`src/rtl/reg_dump_tx.sv`:
```
// reg_dump_tx: captures the register-file snapshot on start and streams it as header, data bytes and XOR checksum over valid/ready
module reg_dump_tx #(
  parameter int NUM_REGS = 32,
  parameter int REG_WIDTH = 32,
  parameter logic [7:0] HEADER_BYTE = 8'hA5
) (
  input  logic                          clk,
  input  logic                          reset,
  input  logic                          start,
  input  logic [NUM_REGS*REG_WIDTH-1:0] Registros,
  input  logic                          tx_ready,
  output logic [7:0]                    tx_data,
  output logic                          tx_valid,
  output logic                          busy,
  output logic                          done
);
  localparam int W = NUM_REGS * REG_WIDTH;
  localparam int N = W / 8;
  localparam int CW = N > 1 ? $clog2(N) : 1;
  typedef enum logic [1:0] {IDLE, HEADER, DATA, CHECKSUM} state_t;
  state_t state;
  logic [W-1:0] shadow;
  logic [CW-1:0] cnt;
  logic [7:0] csum;
  // frame sequencer; the shadow shifts left so the next data byte is always in its top 8 bits
  always_ff @(posedge clk) begin
    if (reset) begin
      state <= IDLE;
      shadow <= '0;
      cnt <= '0;
      csum <= '0;
      tx_data <= '0;
      tx_valid <= 1'b0;
      busy <= 1'b0;
      done <= 1'b0;
    end else begin
      done <= 1'b0;
      case (state)
        IDLE: if (start) begin
          shadow <= Registros;
          csum <= '0;
          cnt <= '0;
          tx_data <= HEADER_BYTE;
          tx_valid <= 1'b1;
          busy <= 1'b1;
          state <= HEADER;
        end
        HEADER: if (tx_ready) begin
          tx_data <= shadow[W-1 -: 8];
          shadow <= shadow << 8;
          cnt <= '0;
          state <= DATA;
        end
        DATA: if (tx_ready) begin
          csum <= csum ^ tx_data;
          cnt <= cnt + 1'b1;
          shadow <= shadow << 8;
          tx_data <= cnt == CW'(N - 1) ? csum ^ tx_data : shadow[W-1 -: 8];
          state <= cnt == CW'(N - 1) ? CHECKSUM : DATA;
        end
        CHECKSUM: if (tx_ready) begin
          tx_valid <= 1'b0;
          busy <= 1'b0;
          done <= 1'b1;
          state <= IDLE;
        end
        default: state <= IDLE;
      endcase
    end
  end
endmodule

```
`config.mk`:
```
export PLATFORM = sky130hd
export DESIGN_NAME = reg_dump_tx
export DESIGN_NICKNAME = d
export VERILOG_FILES = /design/src/rtl/reg_dump_tx.sv
export SDC_FILE = /design/constraint.sdc
export NUM_CORES = 2
export LEC_CHECK = 0
export ABC_AREA = 1
export CELL_PAD_IN_SITES_DETAIL_PLACEMENT = 1
export CELL_PAD_IN_SITES_GLOBAL_PLACEMENT = 1
export CORE_AREA = 2 2 402 404
export DETAILED_ROUTE_END_ITERATION = 10
export DIE_AREA = 0 0 404 406
export GPL_ROUTABILITY_DRIVEN = 0
export GPL_TIMING_DRIVEN = 0
export PLACE_DENSITY_LB_ADDON = 0.1
export SYNTH_ARGS = -nofsm -noshare
export SYNTH_HDL_FRONTEND = slang
export SYNTH_SLANG_ARGS = --single-unit
```
`constraint.sdc`:
```
create_clock -name clk -period 3.55 [get_ports clk]
set_input_delay 0.71 -clock clk [delete_from_list [all_inputs] [get_ports clk]]
set_output_delay 0.71 -clock clk [all_outputs]
set_load 0.05 [all_outputs]
```
* Word-level counts from Yosys, hierarchy flattened
Index checks and enable logic that the tools add are counted.
** Cells by class
- Add/subtract/negate cells :: 1
- Div/mod/pow operators :: 0
- Reductions and logical operators :: 12
- Multipliers :: 0
- Bitwise operators :: 2
- Multiplexer cells :: 25
- Magnitude comparators :: 0
- Eq/ne operators :: 9
- Shifts and indexed selects :: 0
** Operators with widths (count)
- 1024-bit two-way mux :: 2
- 1024-bit case mux with 2 select lines :: 1
- 8-bit two-way mux :: 6
- 8-bit case mux with 3 select lines :: 1
- 7-bit two-way mux :: 3
- 7-bit case mux with 3 select lines :: 1
- 8-bit case mux with 2 select lines :: 1
- 3-bit AND reduction :: 3
- 2-bit two-way mux :: 4
- 2-bit != test, second input constant :: 4
- 2-bit case mux with 4 select lines :: 1
- 4-bit AND reduction :: 2
- 8-bit XOR :: 1
- 7-bit by 1-bit adder with 7-bit output, second input constant :: 1
- 7-bit == test, second input constant :: 1
- 2-bit nonzero test :: 3
- 2-bit == test, second input constant :: 2
- 1-bit two-way mux :: 4
- 2-bit OR reduction :: 2
- 3-bit nonzero test :: 1
- 2-bit by 1-bit == test with 1-bit output, second input constant :: 1
- 2-bit logical NOT :: 1
- 2-bit by 1-bit != test with 1-bit output, second input constant :: 1
- 1-bit case mux with 2 select lines :: 1
- 1-bit NOT :: 1
** Word-level totals
- RAM bits :: 0
- ROM bits :: 0
- Output and inout bits :: 11
- Bits in registers :: 1051
- Memories kept :: 0
- Bits in latches :: 0

* Longest topological paths before layout
- Word-level depth :: 4
- Depth in mapped cells :: 10

* Worst setup path after synthesis
OpenSTA, ideal clock, no wires.
- Kind :: register -> register
- Start :: reg state[0]
- End :: reg shadow[647]
- Setup time :: 59 ps
- Period minus slack after synthesis :: 1945 ps
- Buffers on the path :: 3
- Arrival time :: 1886 ps
- Slack :: 1605 ps
- Cell stages (with the launch flop) :: 10
- Cells stage by stage :: dfxtp_1 inv_1 ha_1 inv_2 buf_2 clkbuf_1 buf_1 nand2_1 nand3_1 o211a_1
** Between the ends
- Word-level cells in the longest chain between the ends :: 4
- Elaborated cells on any way between the ends :: 9
- Classes of those cells :: eq/ne (4); mux (1); reduce/logical (4)
** Ends and longest elaborated chain
- from (decl) :: RTL line 21 : state_t state;
- from (signal assigned) :: RTL line 59 : state <= cnt == CW'(N - 1) ? CHECKSUM : DATA;
- 2-bit == test / 2-bit by 1-bit == test with 1-bit output (equally long branches) :: RTL line 38 : case (state)
- 2-bit OR reduction (no source line)
- 2-bit by 1-bit != test with 1-bit output (no source line) / 2-bit nonzero test (equally long branches)
- 3-bit AND reduction (no source line)
- to (signal assigned) :: RTL line 40 : shadow <= Registros;
- to (signal assigned) :: RTL line 50 : shadow <= shadow << 8;
- to (signal assigned) :: RTL line 57 : shadow <= shadow << 8;
- to (decl) :: RTL line 22 : logic [W-1:0] shadow;
Several ways; a longest one is shown, not always the timed one.
A chain may end at the register's enable or synchronous reset.

* Worst setup path after layout
- Start :: reg state[0]
- End :: reg shadow[886]
The elaborated chain is that of the path after synthesis.

==> flow_metrics.py <==
metrics = {
    "floorplan": {
        "fp.dieH_um": 406,
        "dieArea_sq_mm": 0.164,
        "core_sq_mm": 0.160,
        "start_util_pct": 29.6,
        "num_rows": 147,
        "io_pins": 1039,
        "die_w_um": 404,
    },
    "logic_synthesis": {
        "ys.flop_type": "dfxtp_1",
        "yosys.cell_types.count": 21,
        "synth_top_area_share_pct": 44.5,
        "avgSynthCellArea_sq_um": 8.04,
        "synthArstFlopShare_pct": 0,
        "synth_area_sq_mm": 0.0473,
        "synth.most_common_cell": "nand2_1",
        "synth_area_leaders": "dfxtp_1 (44%), o211a_1 (22%), nand2_1 (17%), nand3_1 (11%), clkbuf_1 (2.6%)",
        "seq_area_frac_synth_pct": 44.5,
        "synthTopCellsByCount": "nand2_1 (2089), dfxtp_1 (1051), nand3_1 (1039)",
        "synth_edf_count": 0,
        "synth_warnings": 0,
        "synth_nets": 6918,
        "ys_ff_latch": 1051,
        "syn_inst": 5883,
        "yosysTopAreaCell": "dfxtp_1",
    },
    "clocking": {
        "clkTransAtPathRegs_ns": 0.06,
        "clkLatencyLatePin_ns": 0.75,
        "clockBufferDepth": 3,
        "clkSinkCount": 1051,
        "cts_buffers": 132,
        "hold_buffers": 0,
        "cts.htree.levels": 4,
        "clockRootBuffer": "clkbuf_16",
        "post_cts_buffers": 0,
        "cts_tree": "built",
    },
    "grt": {
        "grt_pass1_wl_mm": 307,
        "grt_pass1_vias": 49603,
        "antenna_found_initial": 146,
        "grt.overflow.total": 0,
        "grt_max_degree": 17,
        "grt_util_all_layers_pct": 24.7,
    },
    "power_and_ir_drop": {
        "power.leakage_nw": 33.0,
        "powerDensity_mw_per_mm2": 1130,
        "max-vdd-ir-drop_v": 0.000480,
    },
    "timing": {
        "clock.fmax_mhz": 310,
        "fin_crit_sh_pct": 91.0,
        "slew_viol_final": 0,
        "slew_headroom_pct": 42.4,
        "setup_viol": 0,
        "fin_worst_skew_ns": 0.0304,
        "final-hold-violation-count": 0,
        "rsz0062_at_grt": "no",
        "whs_ns": 0.469,
        "final.setup.worst_slack_ns": 0.321,
        "worstMarginPinSlew_ns": 0.865,
        "finalCriticalPeriod_ns": 3.23,
    },
    "route": {
        "viasPerCell": 5.11,
        "wl_per_cell_um": 22.8,
        "firstDrtPassIters": 6,
        "drc": 0,
        "wirelength_mm": 212,
        "ant_nets": 0,
        "vias": 47535,
        "dr.first_iter.drc_count": 2420,
    },
    "layout": {
        "areaGrowthSynthToFinish_pct": 37.1,
        "multi_input_area_sq_mm": 0.0237,
        "drive_above_1_share_pct": 5.91,
        "fillers": 19066,
        "seq_area_sq_mm": 0.0210,
        "final_nets": 8090,
    },
    "place": {
        "io_buffers": 1037,
        "dp_slack_ns": -0.110,
        "place_hpwl_mm": 166,
    },
    "worst_setup_path": {
        "path_class": "reg -> reg",
        "endpoint_kind": "flop",
        "rr_startpoint": "state[0]",
        "required_ns": 4.22,
        "cp_max_fo": 10,
        "worstSetupStartpoint": "state[0]",
        "critPathArrivalTime_ns": 3.90,
        "crit_path_start_kind": "flop",
    },
    "job": {
        "maxCapViolations": 0,
    },
    "min_path": {
        "worstHoldStart": "shadow[1021]",
        "min_path_type": "reg -> reg",
    },
    "run_status": {
        "status": "finished, final reports clean",
    },
}
==> what timing repair did <==
action,CTS,global route
hold endpoints to repair,0,0
endpoints found under the setup margin,0,19
gates resized for setup,0,4
==> cell usage in the layout (no fill, tap or decap), types with 22 or more instances in the layout <==
cell type,n
nand2_1,2089
dfxtp_1,1051
nand3_1,1039
clkdlybuf4s50_1,1037
o211a_1,1016
clkbuf_1,366
buf_2,220
clkbuf_16,139
diode_2,56
a21oi_1,37
clkbuf_8,28
inv_1,22
==> flip-flops by register name, summed over array words and instances, names as in the netlist <==
signal and flops:
csum 8, busy 1, cnt 7, shadow 1024
tx_data 8, state 2, done 1
==> power by group <==
group / switching, W / leakage [nW] / total, W / internal (W)
clock: 0.00546 / 2.16 / 0.0137 / 0.00827
combinational: 0.0246 / 22.1 / 0.0380 / 0.0135
sequential: 0.00350 / 8.71 / 0.0218 / 0.0183
==> final timing paths <==
check                           slack, ns     endpoint  cells after the start
worst max-delay path                 0.32  shadow[886]                      9
worst min register to register       0.47   tx_data[5]                      2
worst max register to register       0.32  shadow[886]                      9
worst min-delay path                 0.47   tx_data[5]                      2
==> metrics by stage <==
stage / TNS, ns / util, % / instance area, sq um / std cells / power [W]
floorplan: 0 / - / 47300 / 5883 / 0.0470
global placement: -936.56 / 37.8 / 60300 / 9006 / 0.0593
detailed placement: -7.26 / 37.8 / 60300 / 9007 / 0.0602
CTS: 0 / 40.5 / 64700 / 9240 / 0.0742
global route: 0 / 40.6 / 64800 / 9286 / 0.0796
finish: 0 / 40.6 / 64800 / 9296 / 0.0736
==> layer usage <==
layer / up-vias / GRT usage [%] / routed length [um]
met5: - / 0 / 742
met4: 120 / 10.8 / 7640
met3: 443 / 6.73 / 13100
met2: 1177 / 42.1 / 103000
met1: 22944 / 29.1 / 87500
li1: 22851 / - / -
==> critical path, cell delays in order, from the launching register on <==
cell and delay [ns]:
dfxtp_1 0.41, inv_1 0.12, ha_1 0.39, inv_2 0.44
buf_2 0.50, clkbuf_2 0.38, clkbuf_1 0.48, nand2_1 0.12
nand3_1 0.14, o211a_1 0.16
==> logic make-up (layout without fill, tap and decap cells) <==
| family | after synthesis | after routing | share of synthesized area, % |
|---|---|---|---|
| XOR/XNOR | 6 | 6 | 0.111 |
| AO/OA/AOI/OAI | 1071 | 1071 | 22.1 |
| adder cells (fa/ha/maj) | 7 | 7 | 0.185 |
| buffers and inverters | 595 | 1866 | 5.31 |
| other | 0 | 56 | 0 |
| flip-flops | 1051 | 1051 | 44.5 |
| AND/OR/NAND/NOR | 3153 | 3153 | 27.8 |
==> area by class of cell <==
cell class	instances	area share, %
tap	2086	4.03
multi-input combinational	4237	36.6
buffer	571	3.74
antenna	56	0.216
inverter	24	0.139
clock inverter	30	0.614
sequential	1051	32.4
clock buffer	203	6.17
timing repair buffer	1038	16.0
Note: power is estimated with default switching activity, not from simulation.
